**src/rtl/pc_redirect_control.sv**
```systemverilog
// Fetch PC sequencer: +4 per unstalled cycle, 1-cycle redirect, FLUSH_CYCLES-long IF/ID + ID/EX kill.
// Redirects seen under stall_in park in a pending register until the stall lifts; wrong-path requests are dropped.
module pc_redirect_control #(
  parameter int unsigned         PC_WIDTH     = 20,
  parameter logic [PC_WIDTH-1:0] RESET_PC     = '0,
  parameter int unsigned         FLUSH_CYCLES = 2
) (
  input  logic                clk,
  input  logic                rst_n,
  input  logic                stall_in,
  input  logic                select_new_pc_in,
  input  logic [PC_WIDTH-1:0] new_pc_in,
  output logic [PC_WIDTH-1:0] pc_out,
  output logic                fetch_en_out,
  output logic                flush_if_id_out,
  output logic                flush_id_ex_out,
  output logic                busy_out,
  output logic                align_err_out
);

  typedef enum logic [1:0] {RUN, PEND, FLUSH} state_e;

  localparam logic [PC_WIDTH-1:0] PC_STEP    = PC_WIDTH'(4);
  localparam logic [3:0]          FLUSH_LOAD = 4'(FLUSH_CYCLES);

  state_e              state_q, state_d;
  logic [PC_WIDTH-1:0] pc_q, pc_d;
  logic [PC_WIDTH-1:0] pend_q, pend_d;
  logic                pend_mis_q, pend_mis_d;
  logic [3:0]          cnt_q, cnt_d;
  logic                flush_q, flush_d;
  logic                busy_q, busy_d;
  logic                align_q, align_d;

  logic [PC_WIDTH-1:0] target;
  logic                misalign;

  assign target   = {new_pc_in[PC_WIDTH-1:2], 2'b00};
  assign misalign = |new_pc_in[1:0];

  always_comb begin
    state_d    = state_q;
    pc_d       = pc_q;
    pend_d     = pend_q;
    pend_mis_d = pend_mis_q;
    cnt_d      = cnt_q;
    align_d    = 1'b0;
    case (state_q)
      RUN: begin
        if (select_new_pc_in) begin
          if (stall_in) begin
            pend_d     = target;
            pend_mis_d = misalign;
            state_d    = PEND;
          end else begin
            pc_d    = target;
            cnt_d   = FLUSH_LOAD;
            align_d = misalign;
            state_d = FLUSH;
          end
        end else if (!stall_in) begin
          pc_d = pc_q + PC_STEP;
        end
      end
      PEND: begin
        if (!stall_in) begin
          pc_d    = pend_q;
          cnt_d   = FLUSH_LOAD;
          align_d = pend_mis_q;
          state_d = FLUSH;
        end
      end
      FLUSH: begin
        // Flush length is time-based; a stall only freezes the PC, not the count.
        if (!stall_in) begin
          pc_d = pc_q + PC_STEP;
        end
        if (cnt_q <= 4'd1) begin
          cnt_d   = 4'd0;
          state_d = RUN;
        end else begin
          cnt_d = cnt_q - 4'd1;
        end
      end
      default: state_d = RUN;
    endcase
    flush_d = (state_d == FLUSH);
    busy_d  = (state_d != RUN);
  end

  always_ff @(posedge clk or negedge rst_n) begin
    if (!rst_n) begin
      state_q    <= RUN;
      pc_q       <= RESET_PC;
      pend_q     <= '0;
      pend_mis_q <= 1'b0;
      cnt_q      <= 4'd0;
      flush_q    <= 1'b0;
      busy_q     <= 1'b0;
      align_q    <= 1'b0;
    end else begin
      state_q    <= state_d;
      pc_q       <= pc_d;
      pend_q     <= pend_d;
      pend_mis_q <= pend_mis_d;
      cnt_q      <= cnt_d;
      flush_q    <= flush_d;
      busy_q     <= busy_d;
      align_q    <= align_d;
    end
  end

  assign pc_out          = pc_q;
  assign fetch_en_out    = ((state_q == RUN) || (state_q == FLUSH)) && !stall_in;
  assign flush_if_id_out = flush_q;
  assign flush_id_ex_out = flush_q;
  assign busy_out        = busy_q;
  assign align_err_out   = align_q;

endmodule

```
**config.mk**
```make
export PLATFORM = sky130hd
export DESIGN_NAME = pc_redirect_control
export DESIGN_NICKNAME = d
export VERILOG_FILES = /design/src/rtl/pc_redirect_control.sv
export SDC_FILE = /design/constraint.sdc
export NUM_CORES = 1
export LEC_CHECK = 0
export CORE_MARGIN = 8
export CORE_UTILIZATION = 48
export DETAILED_ROUTE_END_ITERATION = 12
export MAX_ROUTING_LAYER = met4
export PLACE_DENSITY = 0.76
export SETUP_SLACK_MARGIN = 0.3
export SYNTH_ARGS = -nofsm -noshare
export SYNTH_HDL_FRONTEND = slang
export SYNTH_SLANG_ARGS = --single-unit
export TNS_END_PERCENT = 5
```
**constraint.sdc**
```tcl
create_clock -name clk -period 2.3 [get_ports clk]
set_clock_uncertainty 0.2 [all_clocks]
set_input_delay 0.46 -clock clk [delete_from_list [all_inputs] [get_ports clk]]
set_output_delay 0.46 -clock clk [all_outputs]
set_load 0.05 [all_outputs]
```
Word-level counts from Yosys, hierarchy flattened
Cells that the tools add are included.

Register bits after elaboration: 48. Logic and storage cells: 45. Input port bits: 24.

Magnitude comparators: 1. Multiplexer cells: 18. $add $sub $neg: 2. Equality and inequality tests: 6. Reductions and logical operators: 10.

Operators with widths (count): 2-to-1 mux 20 bit (4); one-hot mux 20 bit (3 select lines) (1); adder 20 x 3 -> 20 bit, second input constant (1); 2-to-1 mux 4 bit (3); one-hot mux 4 bit (3 select lines) (1); 2-to-1 mux 2 bit (4); one-hot mux 2 bit (3 select lines) (1); AND reduction 3 bit (2); equality test 2 bit, second input constant (2); <= comparator 4 x 1 -> 1 bit, second input constant (1); != test 2 bit, second input constant (2); subtractor 4 x 1 -> 4 bit, second input constant (1); 2-to-1 mux 1 bit (3); != test 3 bit, second input constant (1); nonzero test 3 bit (1); equality test 2 x 1 -> 1 bit, second input constant (1); zero test 2 bit (1); one-hot mux 1 bit (2 select lines) (1); AND reduction 2 bit (1); nonzero test 2 bit (1); OR reduction 2 bit (1); logical AND 1 bit (1); zero test 1 bit (1); logical OR 1 bit (1).

Depth between registers and ports, before layout
Depth after elaboration: 4. Depth in mapped cells: 10. Depth with buffers taken out: 7.

Worst setup path after synthesis
Ideal clock, no wire load.

Path type: register to register. Start: reg pc_q[2] (netlist: pc_out[2]). End: reg pc_q[14] (netlist: pc_out[14]). Path buffers: 0. Arrival time: 2.127 ns. Period minus slack after synthesis: 2.453 ns. Path slack: -0.153 ns. Cell stages (with the launch flop): 6. Setup time: 0.126 ns. Data required time: 1.974 ns. Cells stage by stage: dfrtp_1 ha_1 nand4b_2 or4_4 and3_2 o31a_2.

Word-level cells in the longest chain between the ends: 4.

RTL lines: start, declared (RTL line 27) `logic [PC_WIDTH-1:0] pc_q, pc_d;`; start signal, assigned (RTL line 103) `pc_q <= pc_d;`; adder 20 x 3 -> 20 bit * (RTL line 62, 76); 2-to-1 mux 20 bit * (RTL line 61, 75); 2-to-1 mux 20 bit (RTL line 50) `if (select_new_pc_in) begin`; one-hot mux 20 bit (3 select lines) * (RTL line 48) `case (state_q)`.

Mark *: on every way between the ends. The rest lies on a longest branch, timed or not. A chain may end at the register's enable or synchronous reset.

Final worst setup path
Start: reg pc_q[2] (netlist: pc_out[2]). End: out pc_out[2].

RTL lines: end, declared (RTL line 13) `output logic [PC_WIDTH-1:0] pc_out,`.

No word-level cell between the ends.

==> qor.yml <==
via_per_inst: 5.71
cts.sinks: 46
slew-limit-headroom_pct: 56.4
intPower_uw: 2930
rr_worst_depth: 7
period_share_pct: 97.7
cp_data_arrival_time_ps: 1590
clockBufferDepth: 2
critPathTopFamily: "buffers and inverters"
synth_fa_ha_area_share_pct: 3.09
cts_buffers: 5
h-tree-depth: 2
ys_ff_latch: 46
syn2layout_area_growth_pct: 33.8
synth_warnings: 0
drtAntennaViolNets: 0
end_kind: "output port"
gp_congestion: 0.878
min_period_ps: 2250
pwr-share-comb_pct: 62.3
path_clk_slew_ps: 90
grt_setup_unrepaired: "true"
ir_worst_vdd_mv: 0.697
num_rows: 28
synthMuxAreaShare_pct: 9.36
synthArstFlopShare_pct: 100
cp_max_fo: 6
synth-xor-area-share_pct: 2.47
yosysMostFrequentCell: "dfrtp_1"
grt_pass1_vias: 2677
track_usage_pct: 19.1
cp-start-kind: "flip-flop"
port_buffers: 46
placed_area_um2: 3670
finalSetupViolCount: 0
netSwitchingPower_uw: 2680
required_ps: 1640
synth_top_family_by_area: "compound AO/OA/AOI/OAI gates"
hold_violations: 0
wl_per_cell_um: 16.9
critPathBufInv: 1
critPathKind: "flip-flop to output port"
ys_seq_area_share_pct: 40.6
max_freq_ghz: 0.445
path_cells: "clkdlybuf4s50_1"
drc: 0
total_power_uw: 5610
drive_gt1_share_pct: 28.9
reg2reg_to: "busy_out"
wirelength_um: 7700
num_vias: 2606
core-area_um2: 5820
dpl.hpwl_um: 5900
fp.dieH_um: 92.8
ys_top_cells_by_count: "dfrtp_1, nand2_1, o21ai_0"
slew_violations: 0
diodes: 0
crit_slowest_cell: "clkdlybuf4s50_1"
hold_depth: 2
cp_slowest_stage_delay_ps: 830
reg2reg_setup_slack_ps: 110
ys_top_cells_by_area: "dfrtp_1, mux2_2, o21ai_0"
cap_violations: 0
worstSkewPairLatency_ps: 310
worstMarginPinSlew_ps: 654
fin_nets: 411
r2r-start: "state_q[0]"
cts_tree: "yes"
synthCells: 304
die_w_um: 92.8
outcome: "completed"
syn-cell-area_um2: 2830
seq_power_share_pct: 28.7
pin_count: 49
yosysTopAreaCell: "dfrtp_1"
drt_iter0_drc: 120
synth_edf_count: 0
swShare_pct: 47.8
synth_top_area_share_pct: 40.6
first_pass_iters: 5
root_buffer: "clkbuf_8"
yosysUniqueCellTypes: 55
initial_utilization_pct: 48.7
power.density_nw_per_um2: 1480
synth_ff_type: "dfrtp_1"
worstHoldEndpoint: "pend_q[6]"
crit_cells: 1
grt_pass1_wl_um: 13100
hp-class: "flip-flop to flip-flop"
die-area_um2: 8620
grt_antenna_before_repair: 0
syn-mean-instance-area_um2: 9.32
synth_compound_area_share_pct: 20.9
fin_area_um2: 3790
grt_max_degree: 29
synth-simple-area-share_pct: 18.3
hold_start: "pend_q[6]"
grt_overflow_total: 0
pwr-share-clk_pct: 9.0
leakagePower_uw: 0.00163
[stage by stage]
step	setup slack [ps]	TNS, ps	hold WS, ps	util [%]	std cells
final	53.3	0	291	65.2	456
after global routing	2.12	0	318	65.2	456
after CTS	37.7	0	296	64.8	455
after detailed placement	-190	-1060	277	63.1	446
after global placement	-159	-520	264	63.1	446
after floorplan	157	0	-35.6	-	305
[cells by family (layout without fill, tap and decap cells)]
logic type,Yosys count,in the layout
AOI/OAI and AO/OA,86,86
xor gates and xnor gates,8,8
adders and majority gates,7,7
buffers and inverters,34,110
DFF,46,46
muxes,24,24
other,1,2
and+or+nand+nor,98,98
[placed cells by master, fill, tap and decap left out, types with 3 or more instances in the layout]
| cell | count |
|---|---|
| a31oi_1 | 5 |
| a221oi_1 | 3 |
| buf_4 | 50 |
| ha_2 | 3 |
| a32oi_1 | 3 |
| dfrtp_1 | 35 |
| dfrtp_2 | 11 |
| mux2i_1 | 4 |
| and3_1 | 6 |
| clkdlybuf4s50_1 | 36 |
| a21oi_1 | 8 |
| mux2_2 | 20 |
| or3_1 | 3 |
| nor2_1 | 13 |
| nor3_1 | 7 |
| o31ai_1 | 5 |
| clkbuf_8 | 5 |
| xnor2_1 | 3 |
| o21ai_0 | 26 |
| a21boi_0 | 4 |
| nand2_1 | 30 |
| xor2_1 | 5 |
| nand2b_1 | 4 |
| inv_1 | 10 |
| a22o_1 | 3 |
| nand3_1 | 9 |
| o211ai_1 | 6 |
| nand4_1 | 5 |
| or2_2 | 3 |
| ha_1 | 3 |
| and2_1 | 4 |
[sequential cells by signal, indices dropped and copies added, names as in the netlist]
| signal | flops |
|---|---|
| pc_out | 18 |
| pend_q | 18 |
| cnt_q | 4 |
| state_q | 2 |
| align_err_out | 1 |
| busy_out | 1 |
| flush_id_ex_out | 1 |
| pend_mis_q | 1 |
[layer usage]
metal	GRT usage (%)	wire length, µm	vias to the layer above
li1	-	-	1267
met1	22.7	3350	1277
met2	31.7	3930	55
met3	3.32	320	7
met4	6.71	91	0
met5	-	0	-
[power groups by stage]
stage	registers (µW)	clock network (µW)	logic (µW)
after global routing	1660	545	3780
after CTS	1600	519	3470
after detailed placement	1620	0	3460
after global placement	1590	0	3370
final	1610	503	3500
after floorplan	2070	0	1750
[area by class of cell]
type,count,area [µm²]
Timing Repair Buffer,92,802
Clock buffer,5,68.8
Inverter,10,37.5
Multi-Input combinational cell,225,1600
Sequential cell,46,1160
Fill cell,495,2020
Clock inverter,3,21.3
Tap cell,75,93.8
[worst max-delay path by stage]
| stage | slack, ps | end | start |
|---|---|---|---|
| floorplan | 160 | pc_out[14] | pc_out[7] |
| global placement | -160 | pc_out[9] | stall_in |
| detailed placement | -190 | pc_out[9] | stall_in |
| CTS | 40 | flush_id_ex_out | state_q[0] |
| global route | 2 | busy_out | state_q[0] |
| finish | 50 | pc_out[2] | pc_out[2] |
[what timing repair did]
action | CTS | global route
hold buffers | 1 | 0
endpoints found under the setup margin | 41 | 59
setup buffers | 0 | 1
gates resized for setup | 4 | 6
hold endpoints to repair | 26 | 0
Power figures use the tool's default switching activity.
